==> src/rtl/mood_arbiter.sv <==
// ============================================================================
//  Module      : mood_arbiter
//  Description : Round-robin arbiter and dwell scheduler. Shares one
//                mood-light response register among N_REQ requesters. The
//                granted requester's 2-bit mood code is driven to the
//                datapath for a programmable number of cycles, and then the
//                next requester is chosen.
//  Ports       : clk          - system clock, rising edge
//                reset        - asynchronous, active-high reset
//                req          - per-requester request level
//                mood_in      - packed mood codes, requester i at [2i+1:2i]
//                dwell_cycles - hold time per grant (0 treated as 1)
//                grant        - one-hot, single-cycle new-grant pulse
//                owner        - index of the current or last granted requester
//                mood_out     - mood code driven to the datapath
//                mood_valid   - high while a grant's dwell is active
//                busy         - high in the DWELL state
//  Revision    : 1.0 - initial release
// ============================================================================
`default_nettype none

module mood_arbiter #(
  parameter int N_REQ   = 4,
  parameter int OWNER_W = 2,
  parameter int DWELL_W = 8
) (
  input  logic                 clk,
  input  logic                 reset,
  input  logic [N_REQ-1:0]     req,
  input  logic [2*N_REQ-1:0]   mood_in,
  input  logic [DWELL_W-1:0]   dwell_cycles,
  output logic [N_REQ-1:0]     grant,
  output logic [OWNER_W-1:0]   owner,
  output logic [1:0]           mood_out,
  output logic                 mood_valid,
  output logic                 busy
);

  localparam logic [0:0] ST_IDLE  = 1'b0;
  localparam logic [0:0] ST_DWELL = 1'b1;

  logic [0:0]         state_q,  state_d;
  logic [DWELL_W-1:0] cnt_q,    cnt_d;
  logic [N_REQ-1:0]   grant_q,  grant_d;
  logic [OWNER_W-1:0] owner_q,  owner_d;
  logic [1:0]         mood_q,   mood_d;
  logic               valid_q,  valid_d;

  // Per-requester mood codes as an array so the winner can select by index.
  logic [1:0] codes [N_REQ];

  genvar g;
  generate
    for (g = 0; g < N_REQ; g++) begin : g_unpack
      assign codes[g] = mood_in[2*g+1:2*g];
    end
  endgenerate

  // Rotating-priority search: the first requester after the current owner
  // wins, wrapping around so the owner itself is considered last.
  logic               win_found;
  logic [OWNER_W-1:0] win_idx;

  always_comb begin
    win_found = 1'b0;
    win_idx   = owner_q;
    for (int k = 1; k <= N_REQ; k++) begin
      for (int i = 0; i < N_REQ; i++) begin
        if (!win_found && req[i] && (((int'(owner_q) + k) % N_REQ) == i)) begin
          win_found = 1'b1;
          win_idx   = OWNER_W'(i);
        end
      end
    end
  end

  logic [DWELL_W-1:0] dwell_load;
  logic               arb_now;

  // A dwell of zero still has to produce one valid cycle.
  assign dwell_load = (dwell_cycles == '0) ? DWELL_W'(1) : dwell_cycles;

  // Arbitration happens in IDLE and on the last cycle of a dwell, so that
  // back-to-back grants leave no idle gap.
  assign arb_now = (state_q == ST_IDLE) || (cnt_q == DWELL_W'(1));

  always_comb begin
    state_d = state_q;
    cnt_d   = cnt_q;
    grant_d = '0;
    owner_d = owner_q;
    mood_d  = mood_q;
    valid_d = valid_q;
    if (arb_now) begin
      if (win_found) begin
        state_d = ST_DWELL;
        cnt_d   = dwell_load;
        grant_d = N_REQ'(1) << win_idx;
        owner_d = win_idx;
        mood_d  = codes[win_idx];
        valid_d = 1'b1;
      end else begin
        // mood_out keeps its last code when the arbiter goes idle.
        state_d = ST_IDLE;
        cnt_d   = '0;
        valid_d = 1'b0;
      end
    end else begin
      cnt_d = cnt_q - DWELL_W'(1);
    end
  end

  always_ff @(posedge clk or posedge reset) begin
    if (reset) begin
      state_q <= ST_IDLE;
      cnt_q   <= '0;
      grant_q <= '0;
      // Last owner N_REQ-1 gives requester 0 top priority after reset.
      owner_q <= OWNER_W'(N_REQ - 1);
      mood_q  <= 2'b00;
      valid_q <= 1'b0;
    end else begin
      state_q <= state_d;
      cnt_q   <= cnt_d;
      grant_q <= grant_d;
      owner_q <= owner_d;
      mood_q  <= mood_d;
      valid_q <= valid_d;
    end
  end

  assign grant      = grant_q;
  assign owner      = owner_q;
  assign mood_out   = mood_q;
  assign mood_valid = valid_q;
  assign busy       = (state_q == ST_DWELL);

endmodule

`default_nettype wire

==> config.mk <==
export PLATFORM = sky130hd
export DESIGN_NAME = mood_arbiter
export DESIGN_NICKNAME = d
export VERILOG_FILES = /design/src/rtl/mood_arbiter.sv
export SDC_FILE = /design/constraint.sdc
export NUM_CORES = 1
export LEC_CHECK = 0
export ABC_AREA = 0
export CAP_MARGIN = 30
export CORE_ASPECT_RATIO = 1.25
export CORE_UTILIZATION = 46
export CTS_BUF_LIST = sky130_fd_sc_hd__clkbuf_8
export CTS_CLUSTER_DIAMETER = 150
export CTS_CLUSTER_SIZE = 20
export DETAILED_ROUTE_END_ITERATION = 8
export PLACE_DENSITY_LB_ADDON = 0.12
export SYNTH_ARGS = -nofsm -noshare
export SYNTH_HDL_FRONTEND = slang
export SYNTH_SLANG_ARGS = --single-unit
==> constraint.sdc <==
create_clock -name clk -period 2.1 [get_ports clk]
set_input_delay 0.21 -clock clk [delete_from_list [all_inputs] [get_ports clk]]
set_output_delay 0.21 -clock clk [all_outputs]
set_load 0.005 [all_outputs]
==> results_dict.tcl <==
set metrics [dict create \
    synth.distinct_cells 31 \
    layout-drive-gt1-share_pct 9.63 \
    wl_per_cell_um 14.1 \
    initial_utilization_pct 50.9 \
    antenna_found_initial 0 \
    critPathKind "reg2reg" \
    drt_iter0_drc 25 \
    critPathMaxStageDelay_ps 580 \
    port_buffers 31 \
    cp.arrival_ps 2150 \
    cpLargestDelayFamily "simple AND/OR/NAND/NOR gates" \
    power_density_nw_per_um2 483 \
    ant_nets 0 \
    required_ps 2210 \
    cp_num_buf_inv 0 \
    fmax_mhz 489 \
    syn_to_final_growth_pct 42.5 \
    syn_area_sq_um 931 \
    final_core_util_pct 72.5 \
    hold_violations 0 \
    place_area_sq_um 1280 \
    cp_max_fo 5 \
    grt_util_all_layers_pct 22.0 \
    grt_pass1_wl_mm 3.60 \
    max-slew-margin-rel_pct 56.4 \
    clock_latency_ps 250 \
    ys_seq_area_share_pct 46.0 \
    use_met3_pct 2.41 \
    path_cells "or4_4 > o41ai_4 > nand2_1 > a2111oi_1 > a211oi_1" \
    tritoncts "yes" \
    num_rows 17 \
    drc 0 \
    crit_slowest_cell "or4_4" \
    grtUsageMet1_pct 25.9 \
    start_kind "flop" \
    fin_hold_ws_ps 373 \
    cts_sinks 17 \
    pin_count 32 \
    top_usage_layer "met2" \
    synthesis.nets 122 \
    final_cell_mix "clkdlybuf4s50_1, dfrtp_1, nand2_1" \
    setup-tns-final_ps 0 \
    p_leak_nw 0.561 \
    synth_edf_count 0 \
    finalPower_uw 640 \
    synth_top_flop_cell "dfrtp_1" \
    use_met2_pct 40.0 \
    syn_area_per_cell_sq_um 9.50 \
    core-area_sq_um 1830 \
    route.vias.total 848 \
    clk_path_buf_depth 2 \
    grt_max_degree 18 \
    cts_max_level 1 \
    die_h_um 52.3 \
    design_area_sq_um 1330 \
    die-width_um 42.2 \
    synthCells 98 \
    clk_pin_slew_ps 70 \
    avgViaCountPerCell 5.51 \
    period_share_pct 97.4 \
    drv_slew 0 \
    cp-end-kind "flop" \
    vdd_drop_max_mv 0.386 \
    hpwl_mm 1.69 \
    fin_nets 160 \
    setup-violations-final 0 \
    numCtsBuffers 3 \
    synth-seq-cells 17 \
    rsz0062_at_grt "yes" \
    die-area_sq_um 2210 \
    synthArstFlopShare_pct 100 \
    postCtsHoldBufs 0 \
    ys_warn_count 0 \
    drv_cap 0 \
    layout_commonest_cell "clkdlybuf4s50_1" \
    min_period_ps 2050 \
    diodes 0 \
    worst_clock_skew_ps 7.38 \
    wirelength_mm 2.17 \
    cp.depth 5 \
    clockRootBuffer "clkbuf_8" \
    globalRoute.totalOverflow 0 \
    r2r_cells 5 \
    min_path_type "in2async" \
    status "complete, no violations" \
    fill_cells 149 \
    grt_pass1_vias 816 \
    worst_pin_slew_ps 654 \
    globalplace.congestion 0.797 \
    drtPass1Iterations 4 \
]
-- metal layers --
layer	wire, um	part of all wire, %	vias to the layer above
li1	-	-	414
met1	865	40	400
met2	1190	55	30
met3	83	3.8	4
met4	32	1.5	0
met5	0	0	-
-- area by class of cell --
cell class / instances / area (sq um) / share of cell area, %
multi-input combinational: 73 / 463 / 34.9
sequential: 17 / 428 / 32.3
timing repair buffer: 36 / 348 / 26.2
clock buffer: 3 / 41.3 / 3.11
tap: 19 / 23.8 / 1.79
inverter: 5 / 18.8 / 1.42
clock inverter: 1 / 3.75 / 0.283
-- per-stage QoR --
step	cells	setup slack (ps)
after CTS	154	14.4
after detailed placement	150	-5.57
after floorplan	98	248
after global placement	150	107
final	154	54.9
after global routing	154	-1.39
-- repair_timing --
action                                  in CTS  in global routing
endpoints found under the setup margin       0                  1
gates resized for setup                      0                  1
setup buffers                                0                  0
-- power by group --
group / leakage [nW] / internal, mW / switching (mW)
Combinational: 0.334 / 0.0456 / 0.0290
Clock: 0.0269 / 0.129 / 0.109
Sequential: 0.200 / 0.328 / 0
Total: 0.561 / 0.503 / 0.138
-- path summary, 6_finish.rpt --
kind	end	slack [ps]	startpoint
worst min-delay path	mood_out[1]	370	reset
min in group clk	cnt_q[5]	560	dwell_cycles[5]
max in group asynchronous	mood_out[0]	1300	reset
worst max-delay path	mood_out[0]	50	cnt_q[3]
worst min register to register	owner[0]	570	owner[0]
worst max register to register	mood_out[0]	50	cnt_q[3]
-- state kept, by name, summed over array words and instances, names as in the netlist --
| register | count |
|---|---|
| owner | 2 |
| mood_valid | 1 |
| cnt_q | 8 |
| grant | 4 |
| mood_out | 2 |
-- worst reg2reg max path, stage by stage (launching register included) --
cell and delay (ps):
dfrtp_1 410, or4_4 580, o41ai_4 270, nand2_1 180
a2111oi_1 350, a211oi_1 110
-- kinds of logic (layout without fill, tap and decap cells) --
group,count (synthesis),after routing,share of synthesized area [%]
and+or+nand+nor,41,41,22.3
muxes,2,2,2.15
adders and majority gates,2,2,2.69
xor gates and xnor gates,6,6,5.65
AOI/OAI and AO/OA,22,22,16.8
DFF,17,17,46.0
buffers and inverters,8,45,4.44
-- cell usage after synthesis (3+ instances only) --
master | count | area share, %
nand2_1 | 11 | 4.4
dfrtp_1 | 15 | 40
nor2_1 | 10 | 4.0
o21a_1 | 3 | 2.4
nor3_1 | 4 | 2.2
xnor2_1 | 5 | 4.7
o21ai_0 | 10 | 5.4
nand3_1 | 3 | 1.6
inv_1 | 5 | 2.0
(Power assumes the default switching activity.)
